<file path="config.mk">
export PLATFORM = sky130hd
export DESIGN_NAME = hazard_ctrl_flat
export DESIGN_NICKNAME = d
export VERILOG_FILES = /design/src/rtl/hazard_ctrl_if.sv /design/src/rtl/hazard_ctrl.sv /design/src/flat_wrapper.sv
export SDC_FILE = /design/constraint.sdc
export NUM_CORES = 1
export LEC_CHECK = 0
export BUFFER_PORTS_ARGS = -buffer_cell sky130_fd_sc_hd__buf_2
export CAP_MARGIN = 20
export CORE_MARGIN = 5
export CORE_UTILIZATION = 55
export DETAILED_ROUTE_END_ITERATION = 12
export MAX_ROUTING_LAYER = met4
export PLACE_DENSITY = 0.79
export RECOVER_POWER = 50
export SLEW_MARGIN = 5
export SYNTH_ARGS = -nofsm -noshare
export SYNTH_HDL_FRONTEND = slang
export SYNTH_SLANG_ARGS = --single-unit
</file>
<file path="constraint.sdc">
create_clock -name clk -period 5.07 [get_ports clk]
set_clock_uncertainty 0.05 [all_clocks]
set_input_delay 0.507 -clock clk [delete_from_list [all_inputs] [get_ports clk]]
set_output_delay 0.507 -clock clk [all_outputs]
set_load 0.005 [all_outputs]
</file>
<file path="src/rtl/hazard_ctrl_if.sv">
// hazard_ctrl_if: decode/exec side-band bundle between the pipeline and hazard_ctrl.
//   master : pipeline side, drives the ID instruction description and the exec redirect,
//            consumes stall/flush/issue, forwarding selects and event counters.
//   slave  : hazard_ctrl side.
// Signals:
//   dec_valid, dec_rs1_addr, dec_rs2_addr, dec_uses_rs1, dec_uses_rs2,
//   dec_rd_write_enable, dec_rd_addr, dec_is_load  - ID instruction description
//   pc_src                                         - exec redirect
//   stall_if, stall_id, flush_id, issue            - combinational sequencing controls
//   fwd_a_sel, fwd_b_sel                           - registered operand bypass selects
//   stall_count, flush_count                       - free-running event counters
interface hazard_ctrl_if;
   logic        dec_valid;
   logic [4:0]  dec_rs1_addr;
   logic [4:0]  dec_rs2_addr;
   logic        dec_uses_rs1;
   logic        dec_uses_rs2;
   logic        dec_rd_write_enable;
   logic [4:0]  dec_rd_addr;
   logic        dec_is_load;
   logic        pc_src;
   logic        stall_if;
   logic        stall_id;
   logic        flush_id;
   logic        issue;
   logic [1:0]  fwd_a_sel;
   logic [1:0]  fwd_b_sel;
   logic [31:0] stall_count;
   logic [31:0] flush_count;

   modport master (
      output dec_valid, dec_rs1_addr, dec_rs2_addr, dec_uses_rs1, dec_uses_rs2,
             dec_rd_write_enable, dec_rd_addr, dec_is_load, pc_src,
      input  stall_if, stall_id, flush_id, issue, fwd_a_sel, fwd_b_sel,
             stall_count, flush_count
   );

   modport slave (
      input  dec_valid, dec_rs1_addr, dec_rs2_addr, dec_uses_rs1, dec_uses_rs2,
             dec_rd_write_enable, dec_rd_addr, dec_is_load, pc_src,
      output stall_if, stall_id, flush_id, issue, fwd_a_sel, fwd_b_sel,
             stall_count, flush_count
   );
endinterface

</file>
<file path="src/rtl/hazard_ctrl.sv">
// hazard_ctrl: hazard and sequencing controller for the five-stage pipeline.
// Tracks the destinations of the EX and MEM instructions, raises a one-cycle load-use stall,
// produces registered operand-forwarding selects and squashes decode for FLUSH_CYCLES cycles
// on every exec redirect. Also counts stall cycles and redirects.
// Ports:
//   clk   - pipeline clock, rising edge
//   rst_n - asynchronous active-low reset
//   bus   - hazard_ctrl_if.slave (decode description in, sequencing/forwarding/counters out)
// Parameter:
//   FLUSH_CYCLES - decode squash length per redirect including the pc_src cycle, 1..15
module hazard_ctrl #(
   parameter int unsigned FLUSH_CYCLES = 2
) (
   input logic          clk,
   input logic          rst_n,
   hazard_ctrl_if.slave bus
);

   typedef enum logic {StRun, StFlush} state_e;

   typedef struct packed {
      logic       v;
      logic       wr;
      logic [4:0] rd;
      logic       ld;
   } sb_entry_t;

   localparam logic       MultiFlush = (FLUSH_CYCLES > 1);
   localparam logic [3:0] FlushInit  = 4'(FLUSH_CYCLES - 1);

   state_e      state_q;
   logic [3:0]  cnt_q;
   sb_entry_t   ex_q, mem_q, ex_d;
   logic [1:0]  fwd_a_q, fwd_b_q, fwd_a_d, fwd_b_d;
   logic [31:0] stall_count_q, flush_count_q;
   logic        hz_load, stall, flush, issue;

   function automatic logic match(input sb_entry_t e, input logic [4:0] rs);
      return e.v && e.wr && (e.rd == rs);
   endfunction

   // Youngest producer wins; a load still in EX cannot bypass (that case stalls instead).
   function automatic logic [1:0] fwd_sel(input logic used, input logic [4:0] rs,
                                          input sb_entry_t ex, input sb_entry_t mem);
      if (used && match(ex, rs) && !ex.ld) return 2'd1;
      else if (used && match(mem, rs)) return 2'd2;
      else return 2'd0;
   endfunction

   always_comb begin
      hz_load = (state_q == StRun) && bus.dec_valid && ex_q.ld &&
                ((bus.dec_uses_rs1 && match(ex_q, bus.dec_rs1_addr)) ||
                 (bus.dec_uses_rs2 && match(ex_q, bus.dec_rs2_addr)));
      // A redirect squashes the consumer anyway, so it overrides the load-use stall.
      stall   = hz_load && !bus.pc_src;
      flush   = bus.pc_src || (state_q == StFlush);
      issue   = bus.dec_valid && !hz_load && !flush;

      ex_d    = '0;
      fwd_a_d = 2'd0;
      fwd_b_d = 2'd0;
      if (issue) begin
         ex_d.v  = 1'b1;
         // x0 is never a real destination, so it must never match a consumer.
         ex_d.wr = bus.dec_rd_write_enable && (bus.dec_rd_addr != 5'd0);
         ex_d.rd = bus.dec_rd_addr;
         ex_d.ld = bus.dec_is_load;
         fwd_a_d = fwd_sel(bus.dec_uses_rs1, bus.dec_rs1_addr, ex_q, mem_q);
         fwd_b_d = fwd_sel(bus.dec_uses_rs2, bus.dec_rs2_addr, ex_q, mem_q);
      end
   end

   // Redirect sequencer. cnt_q holds the remaining squash cycles after the pc_src cycle.
   always_ff @(posedge clk or negedge rst_n) begin
      if (!rst_n) begin
         state_q <= StRun;
         cnt_q   <= 4'd0;
      end else begin
         unique case (state_q)
            StRun: begin
               if (bus.pc_src && MultiFlush) begin
                  state_q <= StFlush;
                  cnt_q   <= FlushInit;
               end
            end
            StFlush: begin
               // pc_src is ignored here: EX only holds bubbles during the squash.
               if (cnt_q == 4'd1) begin
                  state_q <= StRun;
                  cnt_q   <= 4'd0;
               end else begin
                  cnt_q   <= cnt_q - 4'd1;
               end
            end
            default: begin
               state_q <= StRun;
               cnt_q   <= 4'd0;
            end
         endcase
      end
   end

   always_ff @(posedge clk or negedge rst_n) begin
      if (!rst_n) begin
         ex_q          <= '0;
         mem_q         <= '0;
         fwd_a_q       <= 2'd0;
         fwd_b_q       <= 2'd0;
         stall_count_q <= 32'd0;
         flush_count_q <= 32'd0;
      end else begin
         mem_q   <= ex_q;
         ex_q    <= ex_d;
         fwd_a_q <= fwd_a_d;
         fwd_b_q <= fwd_b_d;
         if (stall) stall_count_q <= stall_count_q + 32'd1;
         if (bus.pc_src && (state_q == StRun)) flush_count_q <= flush_count_q + 32'd1;
      end
   end

   assign bus.stall_if    = stall;
   assign bus.stall_id    = stall;
   assign bus.flush_id    = flush;
   assign bus.issue       = issue;
   assign bus.fwd_a_sel   = fwd_a_q;
   assign bus.fwd_b_sel   = fwd_b_q;
   assign bus.stall_count = stall_count_q;
   assign bus.flush_count = flush_count_q;

endmodule

</file>
<file path="src/flat_wrapper.sv">
// flat-port wrapper written by rule: the top's interface ports become plain ports
module hazard_ctrl_flat 
#(
   parameter int unsigned FLUSH_CYCLES = 2
)
  (clk, rst_n, bus_dec_valid, bus_dec_rs1_addr, bus_dec_rs2_addr, bus_dec_uses_rs1, bus_dec_uses_rs2, bus_dec_rd_write_enable, bus_dec_rd_addr, bus_dec_is_load, bus_pc_src, bus_stall_if, bus_stall_id, bus_flush_id, bus_issue, bus_fwd_a_sel, bus_fwd_b_sel, bus_stall_count, bus_flush_count);
  hazard_ctrl_if bus_i ();
  input logic clk;
  input logic rst_n;
  input wire logic [$bits(bus_i.dec_valid)-1:0] bus_dec_valid;
  input wire logic [$bits(bus_i.dec_rs1_addr)-1:0] bus_dec_rs1_addr;
  input wire logic [$bits(bus_i.dec_rs2_addr)-1:0] bus_dec_rs2_addr;
  input wire logic [$bits(bus_i.dec_uses_rs1)-1:0] bus_dec_uses_rs1;
  input wire logic [$bits(bus_i.dec_uses_rs2)-1:0] bus_dec_uses_rs2;
  input wire logic [$bits(bus_i.dec_rd_write_enable)-1:0] bus_dec_rd_write_enable;
  input wire logic [$bits(bus_i.dec_rd_addr)-1:0] bus_dec_rd_addr;
  input wire logic [$bits(bus_i.dec_is_load)-1:0] bus_dec_is_load;
  input wire logic [$bits(bus_i.pc_src)-1:0] bus_pc_src;
  output wire logic [$bits(bus_i.stall_if)-1:0] bus_stall_if;
  output wire logic [$bits(bus_i.stall_id)-1:0] bus_stall_id;
  output wire logic [$bits(bus_i.flush_id)-1:0] bus_flush_id;
  output wire logic [$bits(bus_i.issue)-1:0] bus_issue;
  output wire logic [$bits(bus_i.fwd_a_sel)-1:0] bus_fwd_a_sel;
  output wire logic [$bits(bus_i.fwd_b_sel)-1:0] bus_fwd_b_sel;
  output wire logic [$bits(bus_i.stall_count)-1:0] bus_stall_count;
  output wire logic [$bits(bus_i.flush_count)-1:0] bus_flush_count;
  assign bus_i.dec_valid = bus_dec_valid;
  assign bus_i.dec_rs1_addr = bus_dec_rs1_addr;
  assign bus_i.dec_rs2_addr = bus_dec_rs2_addr;
  assign bus_i.dec_uses_rs1 = bus_dec_uses_rs1;
  assign bus_i.dec_uses_rs2 = bus_dec_uses_rs2;
  assign bus_i.dec_rd_write_enable = bus_dec_rd_write_enable;
  assign bus_i.dec_rd_addr = bus_dec_rd_addr;
  assign bus_i.dec_is_load = bus_dec_is_load;
  assign bus_i.pc_src = bus_pc_src;
  assign bus_stall_if = bus_i.stall_if;
  assign bus_stall_id = bus_i.stall_id;
  assign bus_flush_id = bus_i.flush_id;
  assign bus_issue = bus_i.issue;
  assign bus_fwd_a_sel = bus_i.fwd_a_sel;
  assign bus_fwd_b_sel = bus_i.fwd_b_sel;
  assign bus_stall_count = bus_i.stall_count;
  assign bus_flush_count = bus_i.flush_count;
  hazard_ctrl #(.FLUSH_CYCLES(FLUSH_CYCLES)) u_core (.clk(clk), .rst_n(rst_n), .bus(bus_i));
endmodule
</file>
Word-level counts from Yosys, hierarchy flattened. Cells that the tools add are included.

Register bits: 88. Input port bits: 23.

Add/sub/neg operators: 3. Equal/unequal tests: 6. Muxes and demuxes: 13. Bitwise gates (word level): 1. Reductions and logical operators: 27.

Operators with widths (number): adder 32 x 1 -> 32 bit, second input constant (2); == test 5 bit (4); logical AND 1 bit (20); two-way mux 2 bit (6); two-way mux 4 bit (2); two-way mux 8 bit (1); one-hot mux 4 bit (2 select lines) (1); nonzero test 5 bit (1); == test 4 x 1 -> 1 bit, second input constant (1); zero test 1 bit (4); subtractor 4 x 1 -> 4 bit, second input constant (1); logical OR 1 bit (2); two-way mux 1 bit (2); inequality test 2 bit, second input constant (1); one-hot mux 1 bit (2 select lines) (1); inverter 1 bit (1).

Longest topological paths before layout. Gate-level depths: netlist of the first run.

Depth in word-level cells: 9. Depth in mapped cells: 7.

Worst setup path after synthesis of the first run. Ideal clock, no wire load.

Path type: input to output. Start point: input bus_dec_rs2_addr[4]. End point: output bus_stall_if. Arrival: 1.569 ns. Data required time: 4.513 ns. Setup slack: 2.944 ns. Stages: 5. Buffers on the path: 1. Path through: xor2_1 > nor4_2 > a22oi_2 > nor2_1 > buf_4.

Word-level cells in the longest chain between the ends: 6.

Ends and longest elaborated chain: from (decl) (line flat_wrapper.sv:12) `input wire logic [$bits(bus_i.dec_rs2_addr)-1:0] bus_dec_rs2_addr;`; == test 5 bit (line hazard_ctrl.sv:39) `return e.v && e.wr && (e.rd == rs);`; logical AND 1 bit (line hazard_ctrl.sv:39); logical AND 1 bit (line hazard_ctrl.sv:53) `(bus.dec_uses_rs2 && match(ex_q, bus.dec_rs2_addr)));`; logical OR 1 bit (line hazard_ctrl.sv:52) `((bus.dec_uses_rs1 && match(ex_q, bus.dec_rs1_addr)) ||`; logical AND 1 bit (line hazard_ctrl.sv:51) `hz_load = (state_q == StRun) && bus.dec_valid && ex_q.ld &&`; logical AND 1 bit (line hazard_ctrl.sv:55) `stall = hz_load && !bus.pc_src;`; to (decl) (line flat_wrapper.sv:19) `output wire logic [$bits(bus_i.stall_if)-1:0] bus_stall_if;`.

Every way passes these cells.

Final worst setup path of the first run.
Start point: register u_core.ex_q[5] in the netlist's numbering. End point: output bus_issue.

Word-level cells in the longest chain between the ends: 8.

Ends and longest elaborated chain: from (decl) (line hazard_ctrl.sv:33) `sb_entry_t ex_q, mem_q, ex_d;`; from (signal assigned) (line hazard_ctrl.sv:105) `ex_q <= '0;`; from (signal assigned) (line hazard_ctrl.sv:113) `ex_q <= ex_d;`; == test 5 bit (line hazard_ctrl.sv:39); logical AND 1 bit (line hazard_ctrl.sv:39); logical AND 1 bit, on equally long branches (line hazard_ctrl.sv:52, hazard_ctrl.sv:53); logical OR 1 bit * (line hazard_ctrl.sv:52); logical AND 1 bit * (line hazard_ctrl.sv:51); zero test 1 bit * (line hazard_ctrl.sv:57) `issue = bus.dec_valid && !hz_load && !flush;`; logical AND 1 bit * (2 in series) (line hazard_ctrl.sv:57); to (decl) (line flat_wrapper.sv:22) `output wire logic [$bits(bus_i.issue)-1:0] bus_issue;`.

Every way passes the cells marked *; elsewhere a longest branch is shown, timed or not.

==> results.toml, run 1 <==
[finish]
instances_no_fill = 572
layout_commonest_cell = "dfrtp_1"
area_growth_pct = 18.2
fin_nets = 495
drive_above_1_share_pct = 26.6
n_antenna_cell = 0
layout_common_cells = "dfrtp_1 (88), buf_2 (86), xor2_1 (58), nand2_1 (34), xnor2_1 (24)"
stdcell_area_sq_um = 4950

[grt]
grt_max_degree = 47
use_met1_pct = 24.4
gr-usage-met2_pct = 31.3
groute.usage.overall_pct = 19.3
top_usage_layer = "met2"
globalRouteMet3Util_pct = 3.73
grt_pass1_vias = 3100
antenna_found_initial = 0
grt_pass1_wl_um = 14700
overflow = 0

[setup_path]
start_kind = "register"
regToRegSetupSlack_ns = 2.71
path_cells = "xor2_1 > nor4_1 > a22oi_2 > buf_4 > o311a_1 > buf_2"
r2r_end = "u_core.bus.stall_count[17]"
crit_path_max_fanout = 32
startpoint = "u_core.ex_q[5]"
crit_slowest_cell = "o311a_1"
endpoint_kind = "primary output"
crit_required_ns = 4.51
regToRegStartpoint = "u_core.state_q"
critPathKind = "register to primary output"
rr_worst_depth = 4
cpPeakStageDelay_ns = 0.45
critical_path_arrival_ns = 2.39

[synthesis]
synth_top_family_by_area = "simple AND/OR/NAND/NOR gates"
syn_area_sq_um = 4190
yosys.area_share.xor_xnor_pct = 17.2
synth-seq-cells = 88
ys_types = 43
synth-simple-area-share_pct = 24.4
synth_edf_count = 0
yosysSeqAreaShare_pct = 52.6
ys_async_sr_fraction_pct = 100
syn_inst = 369
avgSynthCellArea_sq_um = 11.3
muxShareOfSynthArea_pct = 0.538
yosys_most_used_dff = "dfrtp_1"
syn_nets = 396
yosys_warnings = 0
synth-compound-area-share_pct = 2.36
synthAdderAreaFrac_pct = 1.20

[detailed_routing]
wirelength_um = 8440
wl_per_cell_um = 14.8
avgViaCountPerCell = 5.41
drt.antenna.violating_nets = 0
initialDrtViolationCount = 68
drtPass1Iterations = 4
dr_total_vias = 3096
drc_errors = 0

[power]
p_per_area_nw_per_um2 = 305
leakage_uw = 0.00253
seq_power_share_pct = 52.6
power.switching_uw = 388
pwr-share-clk_pct = 35.5
total_power_uw = 1510
power.share.switching_pct = 25.7
irDropWorstVdd_v = 0.000188
pwr-share-comb_pct = 11.9
p_int_uw = 1120

[clock_tree]
clock_sinks = 88
htree_levels = 3
ctsResizeCount = 0
cts_made_buffers = 9
clk_latency_ns = 0.35
clockRootBuffer = "clkbuf_8"
post_cts_buffers = 0
tritoncts = "done"
clk_path_buf_depth = 2
path_clk_slew_ns = 0.08
postCtsHoldBufs = 0

[run_status]
violations = "max-capacitance violations, max-slew violations"
status = "complete, but fails checks"

[floorplanning]
num_rows = 31
start_util_pct = 57.1
die_w_um = 97.2
coreArea_sq_um = 7330
die_area_sq_um = 9460
die_h_um = 97.2
io_pins = 95

[timing]
final_max_slew_viol_count = 47
timing.final.crit_share_pct = 58.2
finalSetupTns_ns = 0
fmax_ghz = 0.339
slew_headroom_pct = -58.3
rsz0062_at_grt = "no"
finalHoldViolations = 0
setup_viol = 0
tightest_slew_ns = 2.38
fin_crit_ns = 2.95

[place]
dpl_cell_area_sq_um = 4750
dp_hpwl_um = 6350
placedCellCount = 556
io_buffers = 94
place.gp.congestion = 0.828

[hold_path]
hold_depth = 2
min_to = "u_core.ex_q[0]"
worstHoldStart = "bus_dec_is_load"
hp-class = "input port to register"

[flow_run]
maxCapViolCount = 1
[worst max path at each step]
stage                                endpoint  slack, ns  depth (start not counted)
floorplan                        bus_stall_if       2.94                          5
global placement                    bus_issue       2.41                          7
detailed placement                  bus_issue       2.39                          7
CTS                                 bus_issue       2.20                          6
global route        u_core.bus.flush_count[0]       1.36                          2
finish                              bus_issue       2.12                          6
[power groups by stage]
stage	Combinational (uW)	Sequential [uW]	Clock [uW]
after floorplan	123	792	0
after global placement	179	804	0
after detailed placement	184	807	0
after CTS	185	793	545
after global routing	210	802	577
final	179	793	536
[layout make-up]
| class | instances | area [sq um] |
|---|---|---|
| sequential | 88 | 2200 |
| clock inverter | 5 | 80.1 |
| tap | 99 | 124 |
| inverter | 6 | 22.5 |
| timing repair buffer | 96 | 473 |
| fill | 579 | 2380 |
| multi-input combinational | 267 | 1900 |
| clock buffer | 11 | 141 |
[logic make-up (layout without fill, tap and decap cells)]
logic type / after synthesis / after routing
fa+ha+maj: 4 / 4
xor+xnor: 82 / 82
buf+inv: 14 / 118
simple gates: 166 / 166
flops: 88 / 88
compound gates: 13 / 13
mux: 2 / 2
[flip-flops by register name, indices dropped and copies added (netlist names)]
| register | flops |
|---|---|
| u_core.ex_q | 8 |
| u_core.mem_q | 7 |
| u_core.bus.fwd_b_sel | 2 |
| u_core.bus.stall_count | 32 |
| u_core.state_q | 1 |
| u_core.bus.flush_count | 32 |
| u_core.bus.fwd_a_sel | 2 |
| u_core.cnt_q | 4 |
[metrics by stage]
step | setup WS, ns | utilization, % | hold slack, ns
5_1_grt | 1.36 | 67.5 | 0.323
6_report | 2.12 | 67.5 | 0.331
3_3_place_gp | 2.41 | 64.8 | 0.338
3_5_place_dp | 2.39 | 64.8 | 0.342
4_1_cts | 2.20 | 67.8 | 0.112
2_1_floorplan | 2.94 | - | 0.161
[cell usage after synthesis, types with 5 or more instances]
cell | instances | area, sq um
and4_1 | 5 | 43.8
and2_1 | 6 | 37.5
nand3_1 | 23 | 115
nor3_1 | 17 | 85.1
inv_1 | 6 | 22.5
xnor2_1 | 24 | 210
dfrtp_1 | 88 | 2200
nor2_1 | 17 | 63.8
nor4_2 | 12 | 150
nand4_1 | 11 | 68.8
nor4_1 | 10 | 62.6
and3_1 | 6 | 37.5
nand2_1 | 34 | 128
xor2_1 | 58 | 508
[per-layer routing]
| layer | part of all wire (%) | vias to the layer above |
|---|---|---|
| li1 | - | 1489 |
| met1 | 45 | 1518 |
| met2 | 49 | 82 |
| met3 | 4.8 | 7 |
| met4 | 1.0 | 0 |
| met5 | 0 | - |
[critical path: cells and delay by family, from the launching register on]
family / cells / cell delay (ns)
flip-flops: 1 / 0.42
XOR/XNOR: 1 / 0.17
buffers and inverters: 2 / 0.44
AND/OR/NAND/NOR: 1 / 0.43
AO/OA/AOI/OAI: 2 / 0.59
No activity file was read; power rests on OpenSTA's default activity.
==> inputs of run 2 (changes only) <==
CORE_UTILIZATION = 49   (was 55)
PLACE_DENSITY = 0.74   (was 0.79)
clock period = 2.5 ns   (was 5.07 ns; I/O delays follow)
==> run 2 against run 1 <==
The run now ends clean; via count increased by 0.65%; global-route usage decreased by 0.89 points; cell count increased by 1.0%; critical path depth decreased by 1; sequential share of layout area increased by 0.12 points; largest cell class unchanged; largest power group unchanged.
==> results.toml, run 2 (synthesis gave the netlist of run 1 again) <==
[run_status]
status = "complete, no violations"

[timing]
setup_viol = 0
whs_ns = 0.0739
fmax_ghz = 0.421
timing.final.crit_share_pct = 94.9
rsz0062_at_grt = "no"
finalHoldViolations = 0
fin_crit_ns = 2.37
tightest_slew_ns = 0.997
post-route-worst-setup-slack_ns = 0.127
finalSetupTns_ns = 0
final_max_slew_viol_count = 0
slew_headroom_pct = 33.5

[grt]
antenna_found_initial = 0
overflow = 0
grt_max_degree = 49
grt_pass1_vias = 3115
grt_pass1_wl_um = 14800
groute.usage.overall_pct = 18.4

[power]
power.share.switching_pct = 25.8
p_per_area_nw_per_um2 = 598
p_int_uw = 2190
power.switching_uw = 762
irDropWorstVdd_v = 0.000325
seq_power_share_pct = 54.5
pwr-share-comb_pct = 12.7
pwr-share-clk_pct = 32.9
leakage_uw = 0.00246

[clock_tree]
tritoncts = "done"
htree_levels = 3
clk_latency_ns = 0.34
postCtsHoldBufs = 1
cts_made_buffers = 9
path_clk_slew_ns = 0.08
post_cts_buffers = 0
ctsResizeCount = 0
clock_sinks = 88
clk_path_buf_depth = 2
clockRootBuffer = "clkbuf_8"

[setup_path]
critical_path_arrival_ns = 2.07
crit_path_max_fanout = 11
crit_slowest_cell = "o311a_1"
endpoint_kind = "primary output"
critPathKind = "register to primary output"
path_cells = "xor2_1 > nor4_2 > a22oi_2 > o311a_1 > buf_2"
crit_required_ns = 2.20
start_kind = "register"
cpPeakStageDelay_ns = 0.44

[floorplanning]
num_rows = 33
start_util_pct = 50.7
coreArea_sq_um = 8260
io_pins = 95
die_w_um = 102
die_h_um = 102
die_area_sq_um = 10500

[place]
io_buffers = 94
place.gp.congestion = 0.816
dp_hpwl_um = 6630
pre_cts_ws_ns = 0.391
dpl_cell_area_sq_um = 4770

[finish]
fin_nets = 497
area_growth_pct = 17.8
layout_commonest_cell = "dfrtp_1"
n_antenna_cell = 0
stdcell_area_sq_um = 4930
drive_above_1_share_pct = 23.5
layout_common_cells = "dfrtp_1 (88), buf_2 (69), xor2_1 (58), nand2_1 (34)"
nFillCells = 731

[detailed_routing]
drc_errors = 0
wl_per_cell_um = 15.4
drt.antenna.violating_nets = 0
avgViaCountPerCell = 5.39
drtPass1Iterations = 5
dr_total_vias = 3116
initialDrtViolationCount = 137
wirelength_um = 8900

[flow_run]
maxCapViolCount = 0

[hold_path]
hp-class = "input port to register"
## run 2: changes by cell type in the layout (fill, tap and decap cells not counted), sizes merged
cell	previous run	this run
buf	88	71
clkbuf	19	37
bufinv	2	1
clkinvlp	2	1
dlygate4sd3	0	1
## run 2: path summary, 6_finish.rpt
| kind | cells past startpoint | slack, ns | from | to |
|---|---|---|---|---|
| hold reg to reg | 0 | 0.37 | u_core.ex_q[7] | u_core.mem_q[7] |
| max in group asynchronous | 3 | 0.56 | rst_n | u_core.bus.stall_count[4] |
| setup reg to reg | 6 | 0.41 | u_core.ex_q[4] | u_core.bus.stall_count[30] |
| min in group asynchronous | 2 | 0.54 | rst_n | u_core.bus.flush_count[18] |
| setup / recovery | 5 | 0.13 | u_core.ex_q[4] | bus_issue |
| hold / removal | 2 | 0.07 | bus_dec_rd_addr[3] | u_core.ex_q[4] |
## run 2: per-stage QoR
| step | utilization [%] | instances | power, uW |
|---|---|---|---|
| global route | 59.7 | 578 | 3100 |
| CTS | 60.3 | 578 | 2990 |
| detailed placement | 57.8 | 563 | 2010 |
| floorplan | - | 369 | 1860 |
| global placement | 57.8 | 563 | 2000 |
| finish | 59.7 | 578 | 2950 |
## run 2: area by class of cell
cell class / instances / area [sq um] / share of cell area, %
Inverter: 6 / 22.5 / 0.457
Timing Repair Buffer: 98 / 473 / 9.59
Clock buffer: 11 / 151 / 3.07
Clock inverter: 3 / 42.5 / 0.862
Sequential cell: 88 / 2200 / 44.6
Multi-Input combinational cell: 267 / 1910 / 38.7
Tap cell: 105 / 131 / 2.66
## run 2: power by group through the flow
| stage | Clock, uW | Sequential (uW) | Combinational [uW] |
|---|---|---|---|
| 6_report | 970 | 1610 | 374 |
| 4_1_cts | 996 | 1610 | 386 |
| 5_1_grt | 1050 | 1620 | 433 |
| 2_1_floorplan | 0 | 1610 | 249 |
| 3_3_place_gp | 0 | 1630 | 368 |
| 3_5_place_dp | 0 | 1630 | 381 |
## run 2: critical path: cells and delay by family, from the launching register on
family,cells,cell delay [ns]
flops,1,0.42
xor+xnor,1,0.19
simple gates,1,0.34
compound gates,2,0.60
buf+inv,1,0.18
## run 2: metal layers
| metal | vias to the layer above | part of all wire [%] | track usage, % | wire, um |
|---|---|---|---|---|
| met5 | - | 0 | - | 0 |
| met4 | 0 | 1.4 | 6.26 | 122 |
| met3 | 11 | 5.9 | 2.94 | 525 |
| met2 | 82 | 49 | 29.2 | 4320 |
| met1 | 1528 | 44 | 24.2 | 3930 |
| li1 | 1495 | - | - | - |
